===== config.mk =====
export PLATFORM = sky130hd
export DESIGN_NAME = rr_lock_arbiter
export DESIGN_NICKNAME = d
export VERILOG_FILES = /design/src/rtl/rr_lock_arbiter.sv
export SDC_FILE = /design/constraint.sdc
export NUM_CORES = 1
export LEC_CHECK = 0
export CELL_PAD_IN_SITES_DETAIL_PLACEMENT = 0
export CELL_PAD_IN_SITES_GLOBAL_PLACEMENT = 2
export CORE_MARGIN = 1
export CORE_UTILIZATION = 32
export CTS_CLUSTER_SIZE = 28
export DETAILED_ROUTE_END_ITERATION = 8
export PLACE_DENSITY = 0.76
export SYNTH_ARGS = -nofsm -noshare
export SYNTH_HDL_FRONTEND = slang
export SYNTH_SLANG_ARGS = --single-unit

===== constraint.sdc =====
create_clock -name clk -period 2.3 [get_ports clk]
set_input_delay 0.46 -clock clk [delete_from_list [all_inputs] [get_ports clk]]
set_output_delay 0.46 -clock clk [all_outputs]
set_load 0.05 [all_outputs]

===== src/rtl/rr_lock_arbiter.sv =====
// Round-robin arbiter with locked grants: a winner keeps the shared resource
// until it drops its request, the resource signals done, or MaxHold expires.
module rr_lock_arbiter #(
  parameter int NumRequests = 4,
  parameter int MaxHold     = 8
) (
  input  logic                           clk,
  input  logic                           rst_n,
  input  logic [NumRequests-1:0]         request,
  input  logic                           done,
  output logic [NumRequests-1:0]         grant,
  output logic [$clog2(NumRequests)-1:0] select,
  output logic                           busy,
  output logic                           timeout
);

  localparam int SelW = $clog2(NumRequests);
  localparam int CntW = $clog2(MaxHold + 1);
  localparam logic [CntW-1:0] HoldMax = CntW'(MaxHold);
  localparam logic [SelW-1:0] LastIdx = SelW'(NumRequests - 1);

  typedef enum logic {IDLE, HOLD} state_t;

  state_t                 state, state_n;
  logic [SelW-1:0]        ptr, ptr_n;
  logic [CntW-1:0]        hold_cnt, hold_cnt_n;
  logic [NumRequests-1:0] grant_n;
  logic [SelW-1:0]        select_n;
  logic                   busy_n;
  logic                   timeout_n;

  logic                   found;
  logic [SelW-1:0]        winner;
  logic                   owner_req;
  logic                   hit_max;
  logic                   rel;

  // Hold counter stops at MaxHold rather than wrapping back to zero.
  function automatic logic [CntW-1:0] sat_inc(input logic [CntW-1:0] v);
    return (v == HoldMax) ? v : v + 1'b1;
  endfunction

  // Index increment modulo NumRequests, correct for non-power-of-two counts.
  function automatic logic [SelW-1:0] wrap_inc(input logic [SelW-1:0] v);
    return (v == LastIdx) ? '0 : v + 1'b1;
  endfunction

  always_comb begin
    logic [SelW-1:0] idx;
    found  = 1'b0;
    winner = '0;
    idx    = ptr;
    for (int k = 0; k < NumRequests; k++) begin
      if (!found && request[idx]) begin
        found  = 1'b1;
        winner = idx;
      end
      idx = wrap_inc(idx);
    end
  end

  assign owner_req = request[select];
  assign hit_max   = (hold_cnt == HoldMax);
  assign rel       = done || !owner_req || hit_max;

  always_comb begin
    state_n    = state;
    ptr_n      = ptr;
    hold_cnt_n = hold_cnt;
    grant_n    = grant;
    select_n   = select;
    busy_n     = busy;
    timeout_n  = 1'b0;
    case (state)
      IDLE: begin
        grant_n    = '0;
        select_n   = '0;
        busy_n     = 1'b0;
        hold_cnt_n = '0;
        if (found) begin
          state_n         = HOLD;
          grant_n[winner] = 1'b1;
          select_n        = winner;
          busy_n          = 1'b1;
          hold_cnt_n      = CntW'(1);
        end
      end
      HOLD: begin
        if (rel) begin
          // Returning to IDLE forces one empty cycle before the next grant.
          state_n    = IDLE;
          grant_n    = '0;
          select_n   = '0;
          busy_n     = 1'b0;
          ptr_n      = wrap_inc(select);
          hold_cnt_n = '0;
          timeout_n  = hit_max && !done && owner_req;
        end else begin
          hold_cnt_n = sat_inc(hold_cnt);
        end
      end
      default: state_n = IDLE;
    endcase
  end

  always_ff @(posedge clk or negedge rst_n) begin
    if (!rst_n) begin
      state    <= IDLE;
      ptr      <= '0;
      hold_cnt <= '0;
      grant    <= '0;
      select   <= '0;
      busy     <= 1'b0;
      timeout  <= 1'b0;
    end else begin
      state    <= state_n;
      ptr      <= ptr_n;
      hold_cnt <= hold_cnt_n;
      grant    <= grant_n;
      select   <= select_n;
      busy     <= busy_n;
      timeout  <= timeout_n;
    end
  end

endmodule


## Word-level counts from Yosys, hierarchy flattened

Index checks and enable logic that the tools add are counted.

| cells by class | value |
|---|---|
| $add $sub $neg | 5 |
| $mul | 0 |
| div/mod/pow operators | 0 |
| order comparisons | 7 |
| equal/unequal tests | 7 |
| shift-type cells | 0 |
| multiplexer cells | 41 |
| bitwise gates (word level) | 1 |
| reduce and logical (&&, ||, !) cells | 14 |

Operators with widths:

| kind | number |
|---|---|
| $mux 2 | 10 |
| $lt 2x3->1 const B | 6 |
| $mux 1 | 16 |
| $mux 4 | 4 |
| $pmux 4 s2 | 2 |
| $bmux 1 s2 | 5 |
| $add 2x1->2 const B | 4 |
| $eq 2x2->1 const B | 4 |
| $logic_and 1x1->1 | 6 |
| $logic_not 1->1 | 5 |
| $add 4x1->4 const B | 1 |
| $eq 4x4->1 const B | 1 |
| $pmux 1 s2 | 2 |
| $pmux 2 s2 | 1 |
| $ne 3x2->1 const B | 1 |
| $demux 1 s2 | 1 |
| $ge 2x1->1 const B | 1 |
| $logic_or 1x1->1 | 2 |
| $ne 2x1->1 const B | 1 |
| $reduce_and 2->1 | 1 |
| $not 1->1 | 1 |

| storage, ports and cells | value |
|---|---|
| flip-flop bits (word level) | 15 |
| bits in latches | 0 |
| memory bits (writable) | 0 |
| memory bits (read-only) | 0 |
| input bits | 7 |
| output and inout bits | 8 |
| logic and storage cells | 82 |
| memories kept | 0 |

## Longest topological paths before layout

| depth | value |
|---|---|
| word-level depth | 18 |
| depth in mapped cells | 8 |

## Worst setup path after synthesis

Ideal clock, no wire load.

| timing path | value |
|---|---|
| path type | reg2reg |
| start | register ptr[0] |
| end | register grant[0] |
| setup time | 0.095 ns |
| arrival | 2.003 ns |
| required time | 2.205 ns |
| path slack | 0.202 ns |
| cell stages (with the launch flop) | 9 |
| period minus slack after synthesis | 2.098 ns |
| path through | dfrtp_1 -> ha_1 -> buf_2 -> o21ai_0 -> a31oi_1 -> a2bb2oi_1 -> nor2_1 -> a2111o_1 -> o31ai_1 |

| between the ends | value |
|---|---|
| longest elaborated chain between the ends | 18 |
| elaborated cells between the ends (all ways) | 38 |

Ends and longest elaborated chain:

| item | line | RTL |
|---|---|---|
| start: declaration | 25 | `logic [SelW-1:0] ptr, ptr_n;` |
| start signal: assignment | 117 | `ptr <= ptr_n;` |
| parallel branches: the longest is 16 deep, another holds $lt 2x3->1 | n/a |  |
| $mux 4 (*) | 80 | `if (found) begin` |
| $pmux 4 s2 (*) | 74 | `case (state)` |
| end signal: assignment | 119 | `grant <= grant_n;` |
| end: declaration | 11 | `output logic [NumRequests-1:0] grant,` |

Every way passes the cells marked *. The select of a mux whose other input is x is not followed.
A chain may end at the register's enable or synchronous reset.

## Final worst setup path

| timing path | value |
|---|---|
| start | input request[2] |
| end | register grant[2] |

| between the ends | value |
|---|---|
| longest elaborated chain between the ends | 18 |
| elaborated cells between the ends (all ways) | 35 |

Ends and longest elaborated chain:

| item | line | RTL |
|---|---|---|
| start: declaration | 9 | `input logic [NumRequests-1:0] request,` |
| $bmux 1 s2 | 54 | `if (!found && request[idx]) begin` |
| $mux 1 (implied by the code) | 54 |  |
| $mux 1 | 54 |  |
| $logic_not 1->1 | 54 |  |
| $logic_and 1x1->1 | 54 |  |
| $mux 1 | 54 |  |
| $logic_not 1->1 | 54 |  |
| $logic_and 1x1->1 | 54 |  |
| [2 not listed] | n/a |  |
| $logic_and 1x1->1 | 54 |  |
| $mux 2 | 54 |  |
| $lt 2x3->1 (implied by the code) or $ge 2x1->1 (tied branches) | 82 | `grant_n[winner] = 1'b1;` |
| $logic_and 1x1->1 (implied by the code) | 82 |  |
| $mux 1 (implied by the code) | 82 |  |
| $demux 1 s2 | 82 |  |
| $mux 4 | 80 |  |
| $pmux 4 s2 | 74 |  |

Several ways; a longest one is shown, not always the timed one. The select of a mux whose other input is x is not followed.

==> metrics.txt <==
status=completed; post-synth top area share=0.362; LEAKAGE=0.661 nW; Final Slew Violations=0; Core Util, Final=0.479; fill count=around 330; Hold Crit Class=reg2reg; DRT iter0 DRCs=38; dpl hpwl=slightly below 2 mm; cell repeated most along the worst path=buf_4; Cell Area, Synth=0.00104 mm2; compound-gate portion of the synthesized area=0.208; # rows=20; Multi-input gate area=roughly 650 um2; # setup viols final=0; clock share of power=0.075; CP Depth=7; worst reg2reg path depth=7; gp weighted congestion=between 0.7 and 0.8; design area=about 0.0015 mm2; required time of the critical path=2500 ps; Top Ports=15; DR pass1 iterations=4; starting density of the core=0.339; mux cell area share after synthesis=0.104; Final Hold Fails=0; hold path depth=2; CTS Hold Bufs=0; clock skew=between 7 and 8 ps; Reg clk slew, reported paths=approximately 80 ps; vias=940; Ys Warns=0; area of the core=slightly above 0.003 mm2; count leader, synth=nand2_1; pin count of the biggest net entering global routing=19; H-tree levels=1; Synth-to-Final Area Change=41.1%; sw frac=0.454; Seq/Total Area, Yosys=0.362; Die Footprint=0.00347 mm2; CTS tree=done; initial antenna violation count=0; Synthesized Nets=between 100 and 150; critical path class=in2reg; kind of cell adding the most delay to the critical path=buffers and inverters; Max Cap Violations=0; Worst slew margin=0.582; remaining routing DRC violations=0; predominant post-synthesis flop cell=dfrtp_1; Synth Area in Simple Gates=0.198; cell internal pwr=1.07 mW; first-pass GRT wire length=between 4 and 5 mm; CTS max path bufs=2; top cells by count, synth=18 x nand2_1, 15 x dfrtp_1, 11 x o21ai_0; measured slew at the worst slew-check pin=625 ps; CP peak stage delay=about 520 ps; fin crit period=2250 ps; post-place instance area=0.00136 mm2; Worst EP arrival=approximately 2500 ps; vias in the first global route=~890; grt ovf=0; Buf+Inv Stages, Crit Path=3; leading cell types by total area after synthesis=dfrtp_1 36%, nand2_1 6.5%, o21ai_0 5.3%; logic gate share of total power=0.706; DIE HEIGHT=58.9 um; fmax=around 440 MHz; CP Cell Sequence=clkdlybuf4s50_1 > buf_4 > mux4_1 > buf_4 > a211o_1 > o22a_1 > o21ai_1; Worst-Skew Late Latency=approximately 280 ps; Critical Path Sink Type=flip-flop; share of layout cells above drive strength 1=0.285; syn avg cell area=about 9.2 um2; PnR worst setup slack=between 50 and 60 ps; Synth Register Bits=15; total track usage=0.167; Post-Synth Adder-Cell Area=0.0483; Detailed Route WL=~2.6 mm; post-synthesis instance total=113; Storage cell area=roughly 380 um2; P_sw=a little under 0.9 mW; Post-synth EDFFs=0; Avg WL per Cell=between 10 and 15 um; Nets=163; worst slack at placement=-288 ps; Yosys cell types=44; Peak VDD IR=about 0.60 mV; main combinational cell family by area after synthesis=compound AO/OA/AOI/OAI gates; Clock Sinks=15; FFs w/ async S/R, synth=1.00; Synth area leader=dfrtp_1; clock root buffer=clkbuf_4; Vias/cell=about 4.8; Die W=between 50 and 60 um; Reg power frac=0.219; CP Max Fanout=3; input/output buffers=14; total power=1.96 mW; Worst Setup Start Kind=input port; unrepaired setup endpoints after global routing=false; hold_ws=498 ps; CTS buffer count=3; remaining antenna violation count=0; PwrDens=1340 mW/mm2; worst-path cell with the longest stage delay=mux4_1; ANT cells=0; period utilization=0.977; post-synthesis xor/xnor area fraction=0.0338
==> cells by family after synthesis <==
logic type | Yosys count
DFF | 15
muxes | 7
xor gates and xnor gates | 4
buffers and inverters | 10
adders and majority gates | 4
AOI/OAI and AO/OA | 30
and+or+nand+nor | 43
==> stage by stage <==
stage               std cells  TNS [ps]
floorplan                 113         0
finish                    195         0
CTS                       192         0
global placement          188     -1790
detailed placement        188     -1820
global route              195         0
==> what timing repair did <==
action,in CTS,in global routing
resized for setup,0,9
endpoints found under the setup margin,0,4
buffers inserted,0,3
==> registers in the layout, indices dropped and copies added, names as in the netlist <==
register,count
grant,4
hold_cnt,4
ptr,2
select,2
busy,1
state,1
timeout,1
==> cell type report <==
type | instances | share of cell area
flip-flops and latches | 15 | 0.257
inverters | 6 | 0.0154
repair buffers | 38 | 0.226
well taps | 44 | 0.0377
multi-input cells | 88 | 0.446
clock buffers | 4 | 0.0180
==> worst min-delay path, cell delays in order (launching register included) <==
cell and delay [ps]:
dfrtp_1 350, nand2_1 50, o31ai_1 60
==> cells in the final DEF (no fill, tap or decap), types with 2 or more instances in the layout <==
| master | Yosys | routed |
|---|---|---|
| nand2_1 | 18 | 18 |
| clkbuf_4 | 0 | 3 |
| xor2_1 | 2 | 2 |
| o21ai_0 | 11 | 11 |
| ha_1 | 4 | 3 |
| nor2_1 | 10 | 9 |
| nor2_2 | 1 | 2 |
| a22o_1 | 2 | 2 |
| buf_4 | 0 | 23 |
| a21oi_1 | 2 | 2 |
| and2_1 | 2 | 2 |
| nand2b_1 | 2 | 2 |
| mux2_2 | 3 | 3 |
| inv_1 | 6 | 6 |
| dfrtp_1 | 15 | 15 |
| clkdlybuf4s50_1 | 0 | 13 |
| o21ai_1 | 2 | 2 |
==> power by group through the flow <==
stage	Sequential, mW	Combinational [mW]	Clock (mW)
finish	0.430	1.38	0.146
global route	0.441	1.49	0.168
CTS	0.423	1.26	0.153
detailed placement	0.427	1.25	0
global placement	0.428	1.26	0
floorplan	0.565	0.656	0
==> routing by layer <==
metal,global-route usage,vias up,wire length (um)
li1,-,478,-
met1,0.269,441,1400
met5,0,-,0
met3,0.0330,5,78
met4,0.0408,0,31
met2,0.226,16,1070
==> path summary, 6_finish.rpt <==
kind                                            from                       to  slack, ps
worst max-delay path                      request[2]     grant[2]$_DFFE_PN0P_         50
worst min-delay path            grant[0]$_DFFE_PN0P_     grant[0]$_DFFE_PN0P_        500
worst max register to register    ptr[0]$_DFFE_PN0P_     grant[1]$_DFFE_PN0P_        100
worst min register to register  grant[0]$_DFFE_PN0P_     grant[0]$_DFFE_PN0P_        500
max in group asynchronous                      rst_n  hold_cnt[1]$_DFFE_PN0P_       1330
min in group asynchronous                      rst_n     grant[1]$_DFFE_PN0P_        560
(Power assumes the default switching activity.)
